===== config.mk =====
export PLATFORM = sky130hd
export DESIGN_NAME = qdec_tu_egk_fsm
export DESIGN_NICKNAME = d
export VERILOG_FILES = /design/src/rtl/qdec_tu_egk_fsm.sv
export SDC_FILE = /design/constraint.sdc
export NUM_CORES = 1
export LEC_CHECK = 0
export CORE_ASPECT_RATIO = 1.5
export CORE_MARGIN = 3
export CORE_UTILIZATION = 61
export CTS_BUF_LIST = sky130_fd_sc_hd__clkbuf_2
export DETAILED_ROUTE_END_ITERATION = 8
export GPL_TIMING_DRIVEN = 1
export HOLD_SLACK_MARGIN = 0.06
export PLACE_DENSITY = 0.83
export SYNTH_ARGS = -nofsm -noshare
export SYNTH_HDL_FRONTEND = slang
export SYNTH_SLANG_ARGS = --single-unit

===== constraint.sdc =====
create_clock -name clk -period 4 [get_ports clk]
set_input_delay 0.4 -clock clk [delete_from_list [all_inputs] [get_ports clk]]
set_output_delay 0.4 -clock clk [all_outputs]
set_load 0.02 [all_outputs]

===== src/rtl/qdec_tu_egk_fsm.sv =====
// CABAC sub-FSM: context-coded truncated-unary prefix, bypass EGk suffix, optional bypass sign.
// Define QDEC_TUEGK_BINCNT_EN to add the bin_cnt output (bins consumed per element, saturating).
module qdec_tu_egk_fsm #(
  parameter int PREFIX_MAX    = 5,
  parameter int CTX_NUM       = 2,
  parameter int EGK           = 0,
  parameter int MAX_EG_PREFIX = 10,
  parameter int CTX_AW        = 10,
  parameter int VAL_W         = 16
) (
  input  logic              clk,
  input  logic              rst,
  input  logic              start,
  input  logic              sign_en,
  input  logic [CTX_AW-1:0] ctx_base,
  output logic              bin_req,
  output logic [CTX_AW-1:0] bin_ctx_addr,
  output logic              bin_ep_mode,
  input  logic              bin_rdy,
  input  logic              bin,
  input  logic              bin_vld,
  output logic [VAL_W-1:0]  value,
  output logic              sign,
  output logic              done,
`ifdef QDEC_TUEGK_BINCNT_EN
  output logic [7:0]        bin_cnt,
`endif
  output logic              err
);
  localparam int PW = $clog2(PREFIX_MAX + 1);
  localparam int UW = $clog2(MAX_EG_PREFIX + 1);
  localparam int KW = $clog2(EGK + MAX_EG_PREFIX + 1);

  if (VAL_W < $clog2(PREFIX_MAX + (2 ** (EGK + MAX_EG_PREFIX + 1)))) begin : g_bad_val_w
    $error("VAL_W too narrow for PREFIX_MAX/EGK/MAX_EG_PREFIX");
  end

  typedef enum logic [2:0] {IDLE, PREFIX, SUF_UNARY, SUF_BITS, SIGN, DONE} state_t;

  state_t            state, state_n;
  logic              outst, outst_n;
  logic [PW-1:0]     p, p_n, p_inc;
  logic [UW-1:0]     u, u_n, u_inc;
  logic [KW-1:0]     kk, kk_n, rem, rem_n;
  logic [VAL_W-1:0]  acc, acc_n, acc_b, value_n;
  logic              sign_n, err_n, done_n;
  logic              sign_en_q, sign_en_n;
  logic [CTX_AW-1:0] ctx_base_q, ctx_base_n;
  logic              need, take;
  int                p_ctx;

  always_ff @(posedge clk or posedge rst) begin
    if (rst) begin
      state      <= IDLE;
      outst      <= 1'b0;
      p          <= '0;
      u          <= '0;
      kk         <= '0;
      rem        <= '0;
      acc        <= '0;
      value      <= '0;
      sign       <= 1'b0;
      err        <= 1'b0;
      done       <= 1'b0;
      sign_en_q  <= 1'b0;
      ctx_base_q <= '0;
    end else begin
      state      <= state_n;
      outst      <= outst_n;
      p          <= p_n;
      u          <= u_n;
      kk         <= kk_n;
      rem        <= rem_n;
      acc        <= acc_n;
      value      <= value_n;
      sign       <= sign_n;
      err        <= err_n;
      done       <= done_n;
      sign_en_q  <= sign_en_n;
      ctx_base_q <= ctx_base_n;
    end
  end

  always_comb begin
    state_n    = state;
    outst_n    = outst;
    p_n        = p;
    u_n        = u;
    kk_n       = kk;
    rem_n      = rem;
    acc_n      = acc;
    value_n    = value;
    sign_n     = sign;
    err_n      = err;
    done_n     = 1'b0;
    sign_en_n  = sign_en_q;
    ctx_base_n = ctx_base_q;
    p_inc      = p + PW'(1);
    u_inc      = u + UW'(1);
    acc_b      = acc + (VAL_W'(bin) << (rem - KW'(1)));
    p_ctx      = (int'(p) < CTX_NUM - 1) ? int'(p) : CTX_NUM - 1;

    need         = (state == PREFIX) || (state == SUF_UNARY) || (state == SUF_BITS) || (state == SIGN);
    bin_req      = need && !outst && bin_rdy;
    bin_ep_mode  = bin_req && (state != PREFIX);
    bin_ctx_addr = (bin_req && state == PREFIX) ? ctx_base_q + CTX_AW'(p_ctx) : '0;
    // a bin only counts when it answers our own outstanding request
    take         = bin_vld && outst;
    if (bin_req)   outst_n = 1'b1;
    else if (take) outst_n = 1'b0;

    case (state)
      IDLE: if (start) begin
        value_n    = '0;
        sign_n     = 1'b0;
        err_n      = 1'b0;
        p_n        = '0;
        u_n        = '0;
        kk_n       = '0;
        rem_n      = '0;
        acc_n      = '0;
        sign_en_n  = sign_en;
        ctx_base_n = ctx_base;
        state_n    = PREFIX;
      end
      PREFIX: if (take) begin
        if (bin) begin
          p_n = p_inc;
          if (p_inc == PW'(PREFIX_MAX)) begin
            acc_n   = '0;
            kk_n    = KW'(EGK);
            u_n     = '0;
            state_n = SUF_UNARY;
          end
        end else begin
          value_n = VAL_W'(p);
          state_n = (sign_en_q && p != '0) ? SIGN : DONE;
        end
      end
      SUF_UNARY: if (take) begin
        if (bin) begin
          acc_n = acc + (VAL_W'(1) << kk);
          kk_n  = kk + KW'(1);
          u_n   = u_inc;
          if (u_inc == UW'(MAX_EG_PREFIX)) begin
            err_n   = 1'b1;
            value_n = '0;
            sign_n  = 1'b0;
            state_n = DONE;
          end
        end else if (kk != '0) begin
          rem_n   = kk;
          state_n = SUF_BITS;
        end else begin
          value_n = VAL_W'(PREFIX_MAX) + acc;
          state_n = sign_en_q ? SIGN : DONE;
        end
      end
      SUF_BITS: if (take) begin
        acc_n = acc_b;
        rem_n = rem - KW'(1);
        if (rem == KW'(1)) begin
          value_n = VAL_W'(PREFIX_MAX) + acc_b;
          state_n = sign_en_q ? SIGN : DONE;
        end
      end
      SIGN: if (take) begin
        sign_n  = bin;
        state_n = DONE;
      end
      DONE: begin
        done_n  = 1'b1;
        state_n = IDLE;
      end
      default: state_n = IDLE;
    endcase
  end

`ifdef QDEC_TUEGK_BINCNT_EN
  always_ff @(posedge clk or posedge rst) begin
    if (rst)                        bin_cnt <= '0;
    else if (state == IDLE && start) bin_cnt <= '0;
    else if (take && bin_cnt != 8'hff) bin_cnt <= bin_cnt + 8'd1;
  end
`endif
endmodule


Yosys cells after proc, flatten, opt, wreduce, memory -nomap -nowiden
Cells that the tools add are included.
Operators by class
  eq/ne operators: 25
  shift-type cells: 2
  $lt $le $gt $ge: 1
  mux-type cells: 65
  reductions and logical operators: 29
  add/subtract/negate cells: 9
Operators with widths (count)
  $mux W16: 15
  $pmux W16 S4: 2
  $mux W4: 12
  $mux W3: 15
  $pmux W4 S3: 3
  $add A16 B16 Y16: 2
  $add A3 B16 Y16 const A: 2
  $ne A2 B2 Y1 const B: 9
  $reduce_and A8 Y1: 2
  $shl A1 B4 Y16: 1
  $shl A1 B4 Y16 const A: 1
  $pmux W3 S5: 1
  $mux W1: 13
  $reduce_and A6 Y1: 2
  $reduce_bool A3 Y1: 4
  $add A10 B3 Y10: 1
  $mux W10: 1
  $eq A3 B3 Y1 const B: 3
  $reduce_and A9 Y1: 1
  $add A4 B1 Y4 const B: 2
  $ne A2 B1 Y1 const B: 4
  $reduce_bool A4 Y1: 2
  $reduce_and A7 Y1: 1
  $eq A3 B2 Y1 const B: 2
  other kinds (20): 30
Storage, ports and cells
  output and inout port bits: 31
  bits of input ports: 17
  flip-flop bits (word level): 65
  word-level logic and storage cells: 144

Logic depth before layout (Yosys ltp)
Gate-level depths: netlist of run 1.
  depth in word-level cells: 8
  mapped depth: 17
  mapped depth without buffers: 17

Worst setup path before layout of run 1
No wires, ideal clock.
  path kind: reg-to-reg
  start point: register rem[0]
  end point: register value[11]
  library setup time: 0.093 ns
  stages on the path, launching flop included: 18
  data required time: 3.907 ns
  path slack: 0.405 ns
  buffers on the path: 0
  data arrival time: 3.502 ns
  period minus slack after synthesis: 3.595 ns
  cell sequence: dfrtp_1 inv_1 ha_1 xnor2_1 nand2_1 nor2_1 ha_1 inv_1 fa_1 nand2b_1 a21oi_1 nor3_1 xor2_1 nor4_1 and3_1 nand3_1 xnor2_1 o221ai_1
On the way
  word-level cells in the longest chain between the ends: 7
  elaborated cells on any way between the ends: 10
  those cells by class: add/sub (3); eq/ne (2); shift (1); mux (3); reduce/logical (1)
RTL lines
  start: declaration: RTL line 44  | logic [KW-1:0] kk, kk_n, rem, rem_n;
  start signal: assignment: RTL line 73  | rem <= rem_n;
  $sub A4 B1 Y4: RTL line 100  | acc_b = acc + (VAL_W'(bin) << (rem - KW'(1)));
  $shl A1 B4 Y16: RTL line 100
  $add A16 B16 Y16: RTL line 100
  $add A3 B16 Y16: RTL line 163  | value_n = VAL_W'(PREFIX_MAX) + acc_b;
  $mux W16: RTL line 162  | if (rem == KW'(1)) begin
  $mux W16: RTL line 159  | SUF_BITS: if (take) begin
  $pmux W16 S4: RTL line 112  | case (state)
  end signal: assignment: RTL line 75  | value <= value_n;
  end: declaration: RTL line 22  | output logic [VAL_W-1:0] value,
Several ways; a longest one is shown, not always the timed one. The select of a mux whose other input is x is not followed.
A chain may end at the register's enable or synchronous reset.

Worst setup path after layout of run 1
  start point: register rem[0]
  end point: register value[14]
Same word-level chain as after synthesis.

==> report_table.html, run 1 <==
<table>
<tr><th>Metric</th><th>Value</th></tr>
<tr><th colspan="2">Timing</th></tr>
<tr><td>Final max-slew violation count</td><td>0</td></tr>
<tr><td>Highest Clock Rate</td><td>263 MHz</td></tr>
<tr><td>Normalized max-slew margin</td><td>0.354</td></tr>
<tr><td>Setup ws final</td><td>between 0.15 and 0.2 ns</td></tr>
<tr><td>Share of the clock period used by the worst path after layout</td><td>0.950</td></tr>
<tr><td>Shortest clock period the worst path allows after layout</td><td>3.80 ns</td></tr>
<tr><td>Skew final</td><td>~0.028 ns</td></tr>
<tr><td>Number of hold violations in the final report</td><td>0</td></tr>
<tr><td>Slew at the pin with the worst max-slew slack</td><td>between 0.9 and 1 ns</td></tr>
<tr><td>Total setup violations reported at the end of the flow</td><td>0</td></tr>
<tr><td>Sum Neg Setup Slack</td><td>0 ns</td></tr>
<tr><th colspan="2">Layout</th></tr>
<tr><td>Non-filler instance count after layout</td><td>862</td></tr>
<tr><td>Antenna diode count</td><td>0</td></tr>
<tr><td>Final core utilization</td><td>0.728</td></tr>
<tr><td>Fraction of layout instances using a drive strength above 1</td><td>0.0997</td></tr>
<tr><td>Layout Area Growth over Synthesis</td><td>13.6%</td></tr>
<tr><td>Number of nets in the layout</td><td>815</td></tr>
<tr><td>Post-route cell area</td><td>approximately 6500 sq um</td></tr>
<tr><td># fillers</td><td>around 700</td></tr>
<tr><th colspan="2">Floorplanning</th></tr>
<tr><td>Starting density of the core</td><td>0.641</td></tr>
<tr><td>Die width</td><td>about 85 um</td></tr>
<tr><td>Placeable core region</td><td>approximately 9000 sq um</td></tr>
<tr><td>Area enclosed by the die boundary</td><td>approximately 11,000 sq um</td></tr>
<tr><td>DIE HEIGHT</td><td>125 um</td></tr>
<tr><td>I/O pin total</td><td>between 40 and 50</td></tr>
<tr><td>Placement row count</td><td>42</td></tr>
<tr><th colspan="2">Routing</th></tr>
<tr><td>Detailed-route vias per instance</td><td>just over 6</td></tr>
<tr><td>Remaining antenna violation count after routing</td><td>0</td></tr>
<tr><td>Routed WL per cell</td><td>between 15 and 20 um</td></tr>
<tr><td>Detailed-route wire length</td><td>around 16 mm</td></tr>
<tr><td>Vias after detailed routing</td><td>~5,400</td></tr>
<tr><td>TritonRoute pass-1 iters</td><td>5</td></tr>
<tr><td>Number of DRC markers after the initial detailed-route iteration</td><td>280</td></tr>
<tr><td>Remaining routing DRC violations</td><td>0</td></tr>
<tr><th colspan="2">CTS</th></tr>
<tr><td>Clock network latency to the later pin of the worst-skew pair</td><td>0.54 ns</td></tr>
<tr><td>Clock tree from TritonCTS</td><td>yes</td></tr>
<tr><td>CTS root buffer</td><td>clkbuf_2</td></tr>
<tr><td>Number of clock buffers inserted by TritonCTS</td><td>9</td></tr>
<tr><td>Bufs on Longest Clock Path</td><td>2</td></tr>
<tr><td>H-tree levels</td><td>3</td></tr>
<tr><td>Clock edge transition at the registers on the reported setup and hold paths</td><td>0.19 ns</td></tr>
<tr><td>Num Clock Sinks</td><td>between 60 and 70</td></tr>
<tr><th colspan="2">GRT</th></tr>
<tr><td>Initial antenna violation count</td><td>0</td></tr>
<tr><td>First-pass GRT wire length</td><td>25.7 mm</td></tr>
<tr><td>Number of global-route vias before repair</td><td>about 5,400</td></tr>
<tr><td>Pin count of the biggest net entering global routing</td><td>50</td></tr>
<tr><td>GRT Residual Overflow</td><td>0</td></tr>
<tr><td>GRT Util Overall</td><td>0.299</td></tr>
<tr><th colspan="2">Worst setup path</th></tr>
<tr><td>Type of the worst setup path</td><td>reg -&gt; reg</td></tr>
<tr><td>CP max stage cell</td><td>dfrtp_2</td></tr>
<tr><td>Number of buffers and inverters on the critical path</td><td>2</td></tr>
<tr><td>Delay-heaviest family, CP</td><td>simple AND/OR/NAND/NOR gates</td></tr>
<tr><td>Longest individual stage delay on the worst path</td><td>between 0.4 and 0.5 ns</td></tr>
<tr><td>Worst Path Max Fanout</td><td>5</td></tr>
<tr><td>Crit path arrival time</td><td>about 4.3 ns</td></tr>
<tr><td>Req. time, crit path</td><td>4.45 ns</td></tr>
<tr><td>Kind of capture point of the worst setup path</td><td>flop</td></tr>
<tr><td>Element type at the critical path start</td><td>flop</td></tr>
<tr><td>CP Cell Sequence</td><td>inv_1, ha_2, xnor2_2, buf_4, or2_2, nor2_1, ha_1, and3_4, o211a_1, a2111oi_4, nor2_1, xnor2_1, nor4_4, nor3b_2, xnor2_1, o221ai_2</td></tr>
<tr><th colspan="2">Yosys</th></tr>
<tr><td>Share of the synthesized netlist area taken by xor and xnor gates</td><td>0.0928</td></tr>
<tr><td>Count of yosys warnings during synthesis</td><td>0</td></tr>
<tr><td>Synthesized-area fraction occupied by ao, oa, aoi and oai cells</td><td>0.213</td></tr>
<tr><td>Most numerous cell in the Yosys netlist</td><td>nor2_1</td></tr>
<tr><td>Instance count of the mapped netlist</td><td>between 600 and 700</td></tr>
<tr><td>Number of flops mapped to enable cells by yosys</td><td>0</td></tr>
<tr><td>Fraction of registers with async set/reset</td><td>1.00</td></tr>
<tr><td>Mean area per synthesized cell</td><td>8.29 sq um</td></tr>
<tr><td>Multiplexer fraction of the synthesized cell area</td><td>0.0232</td></tr>
<tr><td>Post-synth cell types</td><td>72</td></tr>
<tr><td>Synth area leaders</td><td>dfrtp_1 (28%), ha_1 (10%), xnor2_1 (7.0%)</td></tr>
<tr><td>Leading register cell type out of synthesis</td><td>dfrtp_1</td></tr>
<tr><td>Cell type contributing the most total cell area after synthesis</td><td>dfrtp_1</td></tr>
<tr><td>Proportion of synthesized chip area in sequential cells</td><td>0.282</td></tr>
<tr><td>Synthesized flop and latch total</td><td>65</td></tr>
<tr><td>Most instantiated cells after synthesis</td><td>nor2_1 (75), nand2_1 (70), dfrtp_1 (65)</td></tr>
<tr><td>Post-Synth Simple-Gate Area</td><td>0.233</td></tr>
<tr><td>Main combinational cell family by area after synthesis</td><td>simple AND/OR/NAND/NOR gates</td></tr>
<tr><td>Adder-cell share of the synthesized area</td><td>0.115</td></tr>
<tr><td>Synthesized cell area</td><td>between 5000 and 6000 sq um</td></tr>
<tr><td>Top cell type's share of synthesized area</td><td>0.282</td></tr>
<tr><th colspan="2">Placed design</th></tr>
<tr><td>Instance count after placement with tap cells included</td><td>about 840</td></tr>
<tr><td>Dpl cell area</td><td>between 6000 and 7000 sq um</td></tr>
<tr><td>Final RePlAce weighted congestion</td><td>between 1 and 1.5</td></tr>
<tr><td>Port bufs</td><td>47</td></tr>
<tr><td>Post-placement worst setup slack</td><td>-0.0104 ns</td></tr>
<tr><td>Sum of net half-perimeters after detailed placement</td><td>around 12 mm</td></tr>
<tr><th colspan="2">Pwr</th></tr>
<tr><td>Maximum vdd ir drop</td><td>0.000351 V</td></tr>
<tr><td>Static leakage</td><td>between 0.002 and 0.003 uW</td></tr>
<tr><td>Total power per unit cell area</td><td>between 500 and 600 nW/um^2</td></tr>
<tr><th colspan="2">Worst hold path</th></tr>
<tr><td>Type of the most critical hold path</td><td>in -&gt; async</td></tr>
<tr><th colspan="2">Flow run</th></tr>
<tr><td>Max-capacitance violation count</td><td>0</td></tr>
<tr><th colspan="2">Run status</th></tr>
<tr><td>Status</td><td>complete, no violations</td></tr>
</table>
## per-stage QoR
stage,power [uW],hold slack [ns]
3_5_place_dp,2850,0.471
2_1_floorplan,2260,0.477
6_report,3270,0.118
5_1_grt,3520,0.110
4_1_cts,3240,0.120
3_3_place_gp,2770,0.447
## sequential cells by signal (all words and copies together), names as in the netlist
signal	flops
acc	16
ctx_base_q	10
done	1
err	1
kk	4
outst	1
p	3
rem	4
sign	1
sign_en_q	1
state	3
u	4
value	16
## per-layer routing
| layer | global-route usage | up-vias | wire, um |
|---|---|---|---|
| met1 | 0.326 | 2541 | 5850 |
| met2 | 0.533 | 201 | 8100 |
| met3 | 0.0566 | 64 | 767 |
| met5 | 0 | - | 0 |
| met4 | 0.167 | 0 | 811 |
| li1 | - | 2566 | - |
## worst paths after layout
| path | end | from | cells after the start | slack, ns |
|---|---|---|---|---|
| max | value[14] | rem[0] | 16 | 0.20 |
| min in group clk | ctx_base_q[8] | ctx_base[8] | 3 | 0.45 |
| min | ctx_base_q[6] | rst | 2 | 0.12 |
| min reg2reg | sign | sign | 2 | 0.50 |
| max in group asynchronous | rem[0] | rst | 3 | 2.86 |
| max reg2reg | value[14] | rem[0] | 16 | 0.20 |
## where the power goes
group	switching (uW)	internal, uW	total, uW
Clock	246	148	394
Sequential	220	841	1060
Combinational	1070	752	1820
## cell families after synthesis
group,count (synthesis)
XOR/XNOR,61
adder cells (fa/ha/maj),51
multiplexers,12
flip-flops,65
AND/OR/NAND/NOR,267
AO/OA/AOI/OAI,181
buffers and inverters,57
other,1
## cell type report
class	count	area, sq um	share of cell area
well taps	110	138	0.0210
clock buffers	12	60.1	0.00918
clock inverters	4	43.8	0.00669
multi-input cells	575	3950	0.604
flip-flops and latches	65	1630	0.249
inverters	31	116	0.0178
repair buffers	65	606	0.0926
## what timing repair did
item | 4_1_cts | 5_1_grt
setup buffers | 0 | 2
setup endpoints to repair | 2 | 13
hold buffers | 0 | 0
gates resized for setup | 1 | 6
pin swaps | 0 | 2
## layout by cell type, fill, tap and decap left out, types with 7 or more instances in the layout
cell type / instances
nand3_1: 18
a22oi_1: 10
a221oi_1: 8
buf_4: 18
nor2b_1: 13
o21ai_0: 56
nand4_1: 10
xnor2_1: 44
inv_1: 30
nor3_1: 11
nand2_1: 70
nor2_1: 75
a21o_1: 12
dfrtp_1: 64
ha_1: 47
and3_1: 7
a21oi_1: 38
and2_1: 15
clkbuf_2: 12
nand2b_1: 17
mux2_2: 11
clkdlybuf4s50_1: 47
xor2_1: 15
Power figures use the tool's default switching activity.
==> run 2: changes to the inputs <==
--- a/config.mk
+++ b/config.mk
@@ -6,7 +6,6 @@
 export NUM_CORES = 1
 export LEC_CHECK = 0
 export CORE_ASPECT_RATIO = 1.5
-export CORE_MARGIN = 3
 export CORE_UTILIZATION = 61
 export CTS_BUF_LIST = sky130_fd_sc_hd__clkbuf_2
 export DETAILED_ROUTE_END_ITERATION = 8
==> report_table.html, run 2 (synthesized netlist as in run 1, its figures left out) <==
<table>
<tr><th>Metric</th><th>Value</th></tr>
<tr><th colspan="2">CTS</th></tr>
<tr><td>Hold bufs inserted after CTS</td><td>0</td></tr>
<tr><td>Clock tree from TritonCTS</td><td>yes</td></tr>
<tr><td>Clock network latency to the later pin of the worst-skew pair</td><td>between 0.5 and 0.6 ns</td></tr>
<tr><td>Clock edge transition at the registers on the reported setup and hold paths</td><td>approximately 0.21 ns</td></tr>
<tr><td>Bufs on Longest Clock Path</td><td>2</td></tr>
<tr><td>CTS root buffer</td><td>clkbuf_2</td></tr>
<tr><td>Number of clock buffers inserted by TritonCTS</td><td>9</td></tr>
<tr><td>Num Clock Sinks</td><td>65</td></tr>
<tr><td>H-tree levels</td><td>3</td></tr>
<tr><th colspan="2">Layout</th></tr>
<tr><td>Commonest non-fill, non-tap cells in the layout</td><td>nor2_1 (75), nand2_1 (69), dfrtp_1 (65)</td></tr>
<tr><td>Regs by FF count</td><td>acc (16), value (16), ctx_base_q (10)</td></tr>
<tr><td>Layout Area Growth over Synthesis</td><td>13.8%</td></tr>
<tr><td>Number of nets in the layout</td><td>about 820</td></tr>
<tr><td>Most common cell after layout, fill and taps aside</td><td>nor2_1</td></tr>
<tr><td>Post-route cell area</td><td>6550 sq um</td></tr>
<tr><td>Antenna diode count</td><td>0</td></tr>
<tr><td>Fraction of layout instances using a drive strength above 1</td><td>0.106</td></tr>
<tr><th colspan="2">Floorplanning</th></tr>
<tr><td>I/O pin total</td><td>48</td></tr>
<tr><td>DIE HEIGHT</td><td>roughly 120 um</td></tr>
<tr><td>Placement row count</td><td>43</td></tr>
<tr><td>Placeable core region</td><td>9200 sq um</td></tr>
<tr><td>Area enclosed by the die boundary</td><td>roughly 10000 sq um</td></tr>
<tr><td>Starting density of the core</td><td>0.626</td></tr>
<tr><td>Die width</td><td>81.3 um</td></tr>
<tr><th colspan="2">Placed design</th></tr>
<tr><td>Final RePlAce weighted congestion</td><td>0.963</td></tr>
<tr><td>Port bufs</td><td>47</td></tr>
<tr><td>Dpl cell area</td><td>about 6400 sq um</td></tr>
<tr><td>Sum of net half-perimeters after detailed placement</td><td>11.8 mm</td></tr>
<tr><th colspan="2">Routing</th></tr>
<tr><td>Vias after detailed routing</td><td>between 5,000 and 6,000</td></tr>
<tr><td>Routed WL per cell</td><td>about 18 um</td></tr>
<tr><td>Remaining routing DRC violations</td><td>0</td></tr>
<tr><td>Number of DRC markers after the initial detailed-route iteration</td><td>roughly 320</td></tr>
<tr><td>TritonRoute pass-1 iters</td><td>8</td></tr>
<tr><td>Remaining antenna violation count after routing</td><td>0</td></tr>
<tr><td>Detailed-route wire length</td><td>about 15 mm</td></tr>
<tr><td>Detailed-route vias per instance</td><td>just over 6</td></tr>
<tr><th colspan="2">Pwr</th></tr>
<tr><td>Total power per unit cell area</td><td>494 nW/um^2</td></tr>
<tr><td>Sequential share of power</td><td>0.327</td></tr>
<tr><td>Gate power share</td><td>0.569</td></tr>
<tr><td>Proportion of power drawn by the clock network</td><td>0.104</td></tr>
<tr><td>Switching power as a share of total power</td><td>0.481</td></tr>
<tr><td>Power Internal</td><td>~1700 uW</td></tr>
<tr><td>Net Sw Power</td><td>between 1500 and 2000 uW</td></tr>
<tr><td>Static leakage</td><td>0.00288 uW</td></tr>
<tr><td>Maximum vdd ir drop</td><td>between 0.0003 and 0.0004 V</td></tr>
<tr><th colspan="2">Worst hold path</th></tr>
<tr><td>Type of the most critical hold path</td><td>in -&gt; async</td></tr>
<tr><th colspan="2">GRT</th></tr>
<tr><td>First-pass GRT wire length</td><td>25.0 mm</td></tr>
<tr><td>GRT Residual Overflow</td><td>0</td></tr>
<tr><td>Pin count of the biggest net entering global routing</td><td>47</td></tr>
<tr><td>Initial antenna violation count</td><td>0</td></tr>
<tr><td>GRT Util Overall</td><td>0.332</td></tr>
<tr><td>Number of global-route vias before repair</td><td>around 5,300</td></tr>
<tr><th colspan="2">Run status</th></tr>
<tr><td>Status</td><td>complete, no violations</td></tr>
<tr><th colspan="2">Timing</th></tr>
<tr><td>Final max-slew violation count</td><td>0</td></tr>
<tr><td>Number of hold violations in the final report</td><td>0</td></tr>
<tr><td>Share of the clock period used by the worst path after layout</td><td>0.957</td></tr>
<tr><td>Setup repair after global routing missed its margin</td><td>no</td></tr>
<tr><td>Skew final</td><td>just over 0.03 ns</td></tr>
<tr><td>Shortest clock period the worst path allows after layout</td><td>about 3.8 ns</td></tr>
<tr><td>Highest Clock Rate</td><td>between 200 and 300 MHz</td></tr>
<tr><td>Normalized max-slew margin</td><td>0.349</td></tr>
<tr><td>Sum Neg Setup Slack</td><td>0 ns</td></tr>
<tr><td>Slew at the pin with the worst max-slew slack</td><td>around 0.97 ns</td></tr>
<tr><td>Total setup violations reported at the end of the flow</td><td>0</td></tr>
<tr><th colspan="2">Worst setup path</th></tr>
<tr><td>Worst Path Max Fanout</td><td>5</td></tr>
<tr><td>Kind of capture point of the worst setup path</td><td>flop</td></tr>
<tr><td>Type of the worst setup path</td><td>reg -&gt; reg</td></tr>
<tr><td>Element type at the critical path start</td><td>flop</td></tr>
<tr><td>Crit path arrival time</td><td>approximately 4.3 ns</td></tr>
<tr><td>Req. time, crit path</td><td>around 4.4 ns</td></tr>
<tr><td>Count of cells along the worst register-to-register path</td><td>16</td></tr>
<tr><th colspan="2">Flow run</th></tr>
<tr><td>Max-capacitance violation count</td><td>0</td></tr>
</table>
run 2: layer usage:
layer,routed length [um],up-vias,track usage
met2,7980,180,0.578
met5,0,-,0
met4,712,0,0.191
met3,614,49,0.0526
met1,6110,2529,0.371
li1,-,2571,-
run 2: power groups by stage:
stage / Clock, uW / Sequential (uW) / Combinational (uW)
floorplan: 0 / 1060 / 1200
global placement: 0 / 1050 / 1740
detailed placement: 0 / 1070 / 1790
finish: 336 / 1060 / 1840
global route: 371 / 1090 / 2020
CTS: 341 / 1050 / 1800
run 2: layout make-up:
cell class                 instances  area, sq um
sequential                        65         1630
tap                              112          140
timing repair buffer              69          636
fill                             741         2650
clock inverter                     6         35.0
clock buffer                      10         50.0
multi-input combinational        575         3950
inverter                          31          116
run 2: path summary, 6_finish.rpt:
path                        startpoint            end  slack [ns]
setup / recovery                rem[0]      value[14]        0.17
hold / removal                     rst       state[0]        0.36
setup reg to reg                rem[0]      value[14]        0.17
hold reg to reg               value[0]       value[0]        0.50
max in group asynchronous          rst         acc[3]        2.79
min in group clk           ctx_base[8]  ctx_base_q[8]        0.43
run 2: critical path, stage by stage (launching register included):
cell and delay, ns:
dfrtp_1 0.41, buf_4 0.16, nor3_2 0.29, xnor2_1 0.29
nand2_1 0.18, nor2_1 0.14, ha_1 0.25, buf_4 0.16
nand3_1 0.08, nand2_1 0.14, nor4b_4 0.44, o31ai_1 0.13
a211oi_1 0.48, nor4_4 0.11, nor3b_2 0.18, xnor2_1 0.18
o221ai_2 0.11
run 2: stage by stage:
| stage | instances | hold slack (ns) | worst slack, ns | power, uW | utilization |
|---|---|---|---|---|---|
| after floorplan | 697 | 0.477 | 0.405 | 2260 | - |
| after global placement | 850 | 0.448 | 0.189 | 2790 | 0.697 |
| after detailed placement | 850 | 0.469 | 0.0630 | 2850 | 0.697 |
| after CTS | 866 | 0.380 | 0.0299 | 3190 | 0.707 |
| after global routing | 868 | 0.428 | 0.0185 | 3480 | 0.712 |
| final | 868 | 0.365 | 0.173 | 3240 | 0.712 |
run 2: repair_timing:
action | 4_1_cts | 5_1_grt
resized for setup | 0 | 8
endpoints found under the setup margin | 0 | 13
hold endpoints to repair | 0 | 0
buffers inserted | 0 | 2
==> run 3: changes to the inputs <==
--- a/config.mk
+++ b/config.mk
@@ -6,6 +6,7 @@
 export NUM_CORES = 1
 export LEC_CHECK = 0
 export CORE_ASPECT_RATIO = 1.5
+export CORE_MARGIN = 2
 export CORE_UTILIZATION = 61
 export CTS_BUF_LIST = sky130_fd_sc_hd__clkbuf_2
 export DETAILED_ROUTE_END_ITERATION = 8
==> report_table.html, run 3 (synthesized netlist as in run 1, its figures left out) <==
<table>
<tr><th>Metric</th><th>Value</th></tr>
<tr><th colspan="2">GRT</th></tr>
<tr><td>Initial antenna violation count</td><td>0</td></tr>
<tr><td>GRT Util Overall</td><td>0.312</td></tr>
<tr><td>Number of global-route vias before repair</td><td>5,368</td></tr>
<tr><td>First-pass GRT wire length</td><td>approximately 25 mm</td></tr>
<tr><td>GRT Residual Overflow</td><td>0</td></tr>
<tr><td>Pin count of the biggest net entering global routing</td><td>35</td></tr>
<tr><th colspan="2">Timing</th></tr>
<tr><td>Total setup violations reported at the end of the flow</td><td>0</td></tr>
<tr><td>Final max-slew violation count</td><td>0</td></tr>
<tr><td>Slew at the pin with the worst max-slew slack</td><td>around 0.93 ns</td></tr>
<tr><td>Sum Neg Setup Slack</td><td>0 ns</td></tr>
<tr><td>Highest Clock Rate</td><td>~260 MHz</td></tr>
<tr><td>Fin Hold WS</td><td>0.351 ns</td></tr>
<tr><td>Share of the clock period used by the worst path after layout</td><td>0.960</td></tr>
<tr><td>Number of hold violations in the final report</td><td>0</td></tr>
<tr><td>Shortest clock period the worst path allows after layout</td><td>3.84 ns</td></tr>
<tr><td>Normalized max-slew margin</td><td>0.377</td></tr>
<tr><td>Skew final</td><td>about 0.037 ns</td></tr>
<tr><th colspan="2">Worst setup path</th></tr>
<tr><td>Type of the worst setup path</td><td>reg -&gt; reg</td></tr>
<tr><td>Crit path arrival time</td><td>~4.2 ns</td></tr>
<tr><td>Element type at the critical path start</td><td>flop</td></tr>
<tr><td>Kind of capture point of the worst setup path</td><td>flop</td></tr>
<tr><td>Beginning of the critical path</td><td>rem[1]</td></tr>
<tr><td>Count of cells along the worst register-to-register path</td><td>16</td></tr>
<tr><td>Req. time, crit path</td><td>approximately 4.4 ns</td></tr>
<tr><td>Worst Path Max Fanout</td><td>4</td></tr>
<tr><td>Worst r2r src</td><td>rem[1]</td></tr>
<tr><th colspan="2">Run status</th></tr>
<tr><td>Violated checks</td><td>DRC</td></tr>
<tr><td>Status</td><td>finished, violations left</td></tr>
<tr><th colspan="2">Layout</th></tr>
<tr><td>Fraction of layout instances using a drive strength above 1</td><td>0.111</td></tr>
<tr><td>Most common cell after layout, fill and taps aside</td><td>nor2_1</td></tr>
<tr><td>Commonest non-fill, non-tap cells in the layout</td><td>nor2_1 (74), nand2_1 (68), dfrtp_1 (65)</td></tr>
<tr><td>Number of nets in the layout</td><td>820</td></tr>
<tr><td>Layout Area Growth over Synthesis</td><td>14.3%</td></tr>
<tr><td># fillers</td><td>760</td></tr>
<tr><td>Non-filler instance count after layout</td><td>slightly below 900</td></tr>
<tr><td>Regs by FF count</td><td>acc (16), value (16), ctx_base_q (10)</td></tr>
<tr><td>Antenna diode count</td><td>0</td></tr>
<tr><th colspan="2">Floorplanning</th></tr>
<tr><td>I/O pin total</td><td>48</td></tr>
<tr><td>Placement row count</td><td>43</td></tr>
<tr><td>Starting density of the core</td><td>0.626</td></tr>
<tr><td>Die width</td><td>83.3 um</td></tr>
<tr><td>DIE HEIGHT</td><td>123 um</td></tr>
<tr><td>Area enclosed by the die boundary</td><td>a little over 10,000 sq um</td></tr>
<tr><td>Placeable core region</td><td>9200 sq um</td></tr>
<tr><th colspan="2">Routing</th></tr>
<tr><td>Detailed-route wire length</td><td>~16 mm</td></tr>
<tr><td>Detailed-route vias per instance</td><td>between 6 and 7</td></tr>
<tr><td>Number of DRC markers after the initial detailed-route iteration</td><td>420</td></tr>
<tr><td>Vias after detailed routing</td><td>between 5,000 and 6,000</td></tr>
<tr><td>TritonRoute pass-1 iters</td><td>7</td></tr>
<tr><td>Remaining antenna violation count after routing</td><td>0</td></tr>
<tr><td>Routed WL per cell</td><td>about 18 um</td></tr>
<tr><td>Remaining routing DRC violations</td><td>2</td></tr>
<tr><th colspan="2">Pwr</th></tr>
<tr><td>Maximum vdd ir drop</td><td>~0.00038 V</td></tr>
<tr><td>Total power per unit cell area</td><td>approximately 490 nW/um^2</td></tr>
<tr><td>Power Total</td><td>3240 uW</td></tr>
<tr><td>Static leakage</td><td>approximately 0.0029 uW</td></tr>
<tr><th colspan="2">CTS</th></tr>
<tr><td>Number of clock buffers inserted by TritonCTS</td><td>9</td></tr>
<tr><td>CTS root buffer</td><td>clkbuf_2</td></tr>
<tr><td>Bufs on Longest Clock Path</td><td>2</td></tr>
<tr><td>H-tree levels</td><td>3</td></tr>
<tr><td>Clock network latency to the later pin of the worst-skew pair</td><td>approximately 0.52 ns</td></tr>
<tr><td>Clock edge transition at the registers on the reported setup and hold paths</td><td>between 0.15 and 0.2 ns</td></tr>
<tr><td>Hold bufs inserted after CTS</td><td>0</td></tr>
<tr><td>Num Clock Sinks</td><td>65</td></tr>
<tr><td>Clock tree from TritonCTS</td><td>yes</td></tr>
<tr><th colspan="2">Placed design</th></tr>
<tr><td>Final RePlAce weighted congestion</td><td>slightly above 1</td></tr>
<tr><td>Instance count after placement with tap cells included</td><td>850</td></tr>
<tr><td>Port bufs</td><td>47</td></tr>
<tr><td>Sum of net half-perimeters after detailed placement</td><td>around 12 mm</td></tr>
<tr><th colspan="2">Flow run</th></tr>
<tr><td>Max-capacitance violation count</td><td>0</td></tr>
<tr><th colspan="2">Worst hold path</th></tr>
<tr><td>Type of the most critical hold path</td><td>in -&gt; async</td></tr>
</table>
-- run 3: cell count changes in the layout (fill, tap and decap cells not counted), sizes merged --
cell,previous run,this run
clkbuf,10,11
clkinvlp,2,1
clkinv,4,3
buf,22,23
-- run 3: layout make-up --
class	count	area [sq um]	share of cell area
multi-input combinational	575	3980	0.604
sequential	65	1630	0.247
timing repair buffer	70	643	0.0977
tap	112	140	0.0213
inverter	31	116	0.0177
clock buffer	11	55.1	0.00837
clock inverter	4	21.3	0.00323
-- run 3: timing repair --
| item | 4_1_cts | 5_1_grt |
|---|---|---|
| endpoints found under the hold margin | 0 | 0 |
| setup buffers | 0 | 3 |
| resized for setup | 0 | 13 |
| setup endpoints to repair | 0 | 8 |
-- run 3: routing by layer --
metal | routed length, um | GRT usage | up-vias
li1 | - | - | 2582
met1 | 6090 | 0.330 | 2588
met2 | 8240 | 0.581 | 228
met3 | 781 | 0.0434 | 71
met4 | 903 | 0.199 | 0
met5 | 0 | 0 | -
-- run 3: worst max-delay path, cell delays in order (launching register included) --
cell	delay, ns
dfrtp_1	0.43
inv_1	0.10
ha_2	0.22
xnor2_2	0.11
buf_4	0.17
or2_2	0.31
nor2_1	0.10
ha_1	0.25
buf_4	0.16
nand3_1	0.10
nand2_2	0.10
nor4b_4	0.37
o31ai_1	0.14
a211oi_1	0.55
nor2_1	0.23
xnor2_1	0.23
o221ai_1	0.13
-- run 3: report_power, final --
part | internal, uW | switching (uW) | leakage, uW
registers | 840 | 224 | 0.000854
clock network | 79.6 | 241 | 0.0000552
logic | 768 | 1090 | 0.00199
-- run 3: per-stage QoR --
stage,utilization,worst slack [ns],cell area [sq um]
2_1_floorplan,-,0.405,5770
3_3_place_gp,0.697,0.180,6410
3_5_place_dp,0.697,0.0464,6410
4_1_cts,0.706,0.0757,6490
5_1_grt,0.715,-0.0238,6580
6_report,0.715,0.158,6580
-- run 3: worst paths after layout --
path                             end  slack, ns
setup / recovery           value[12]       0.16
hold / removal              state[2]       0.35
setup reg to reg           value[12]       0.16
hold reg to reg                 sign       0.49
max in group asynchronous     acc[9]       2.59
min in group clk           sign_en_q       0.49
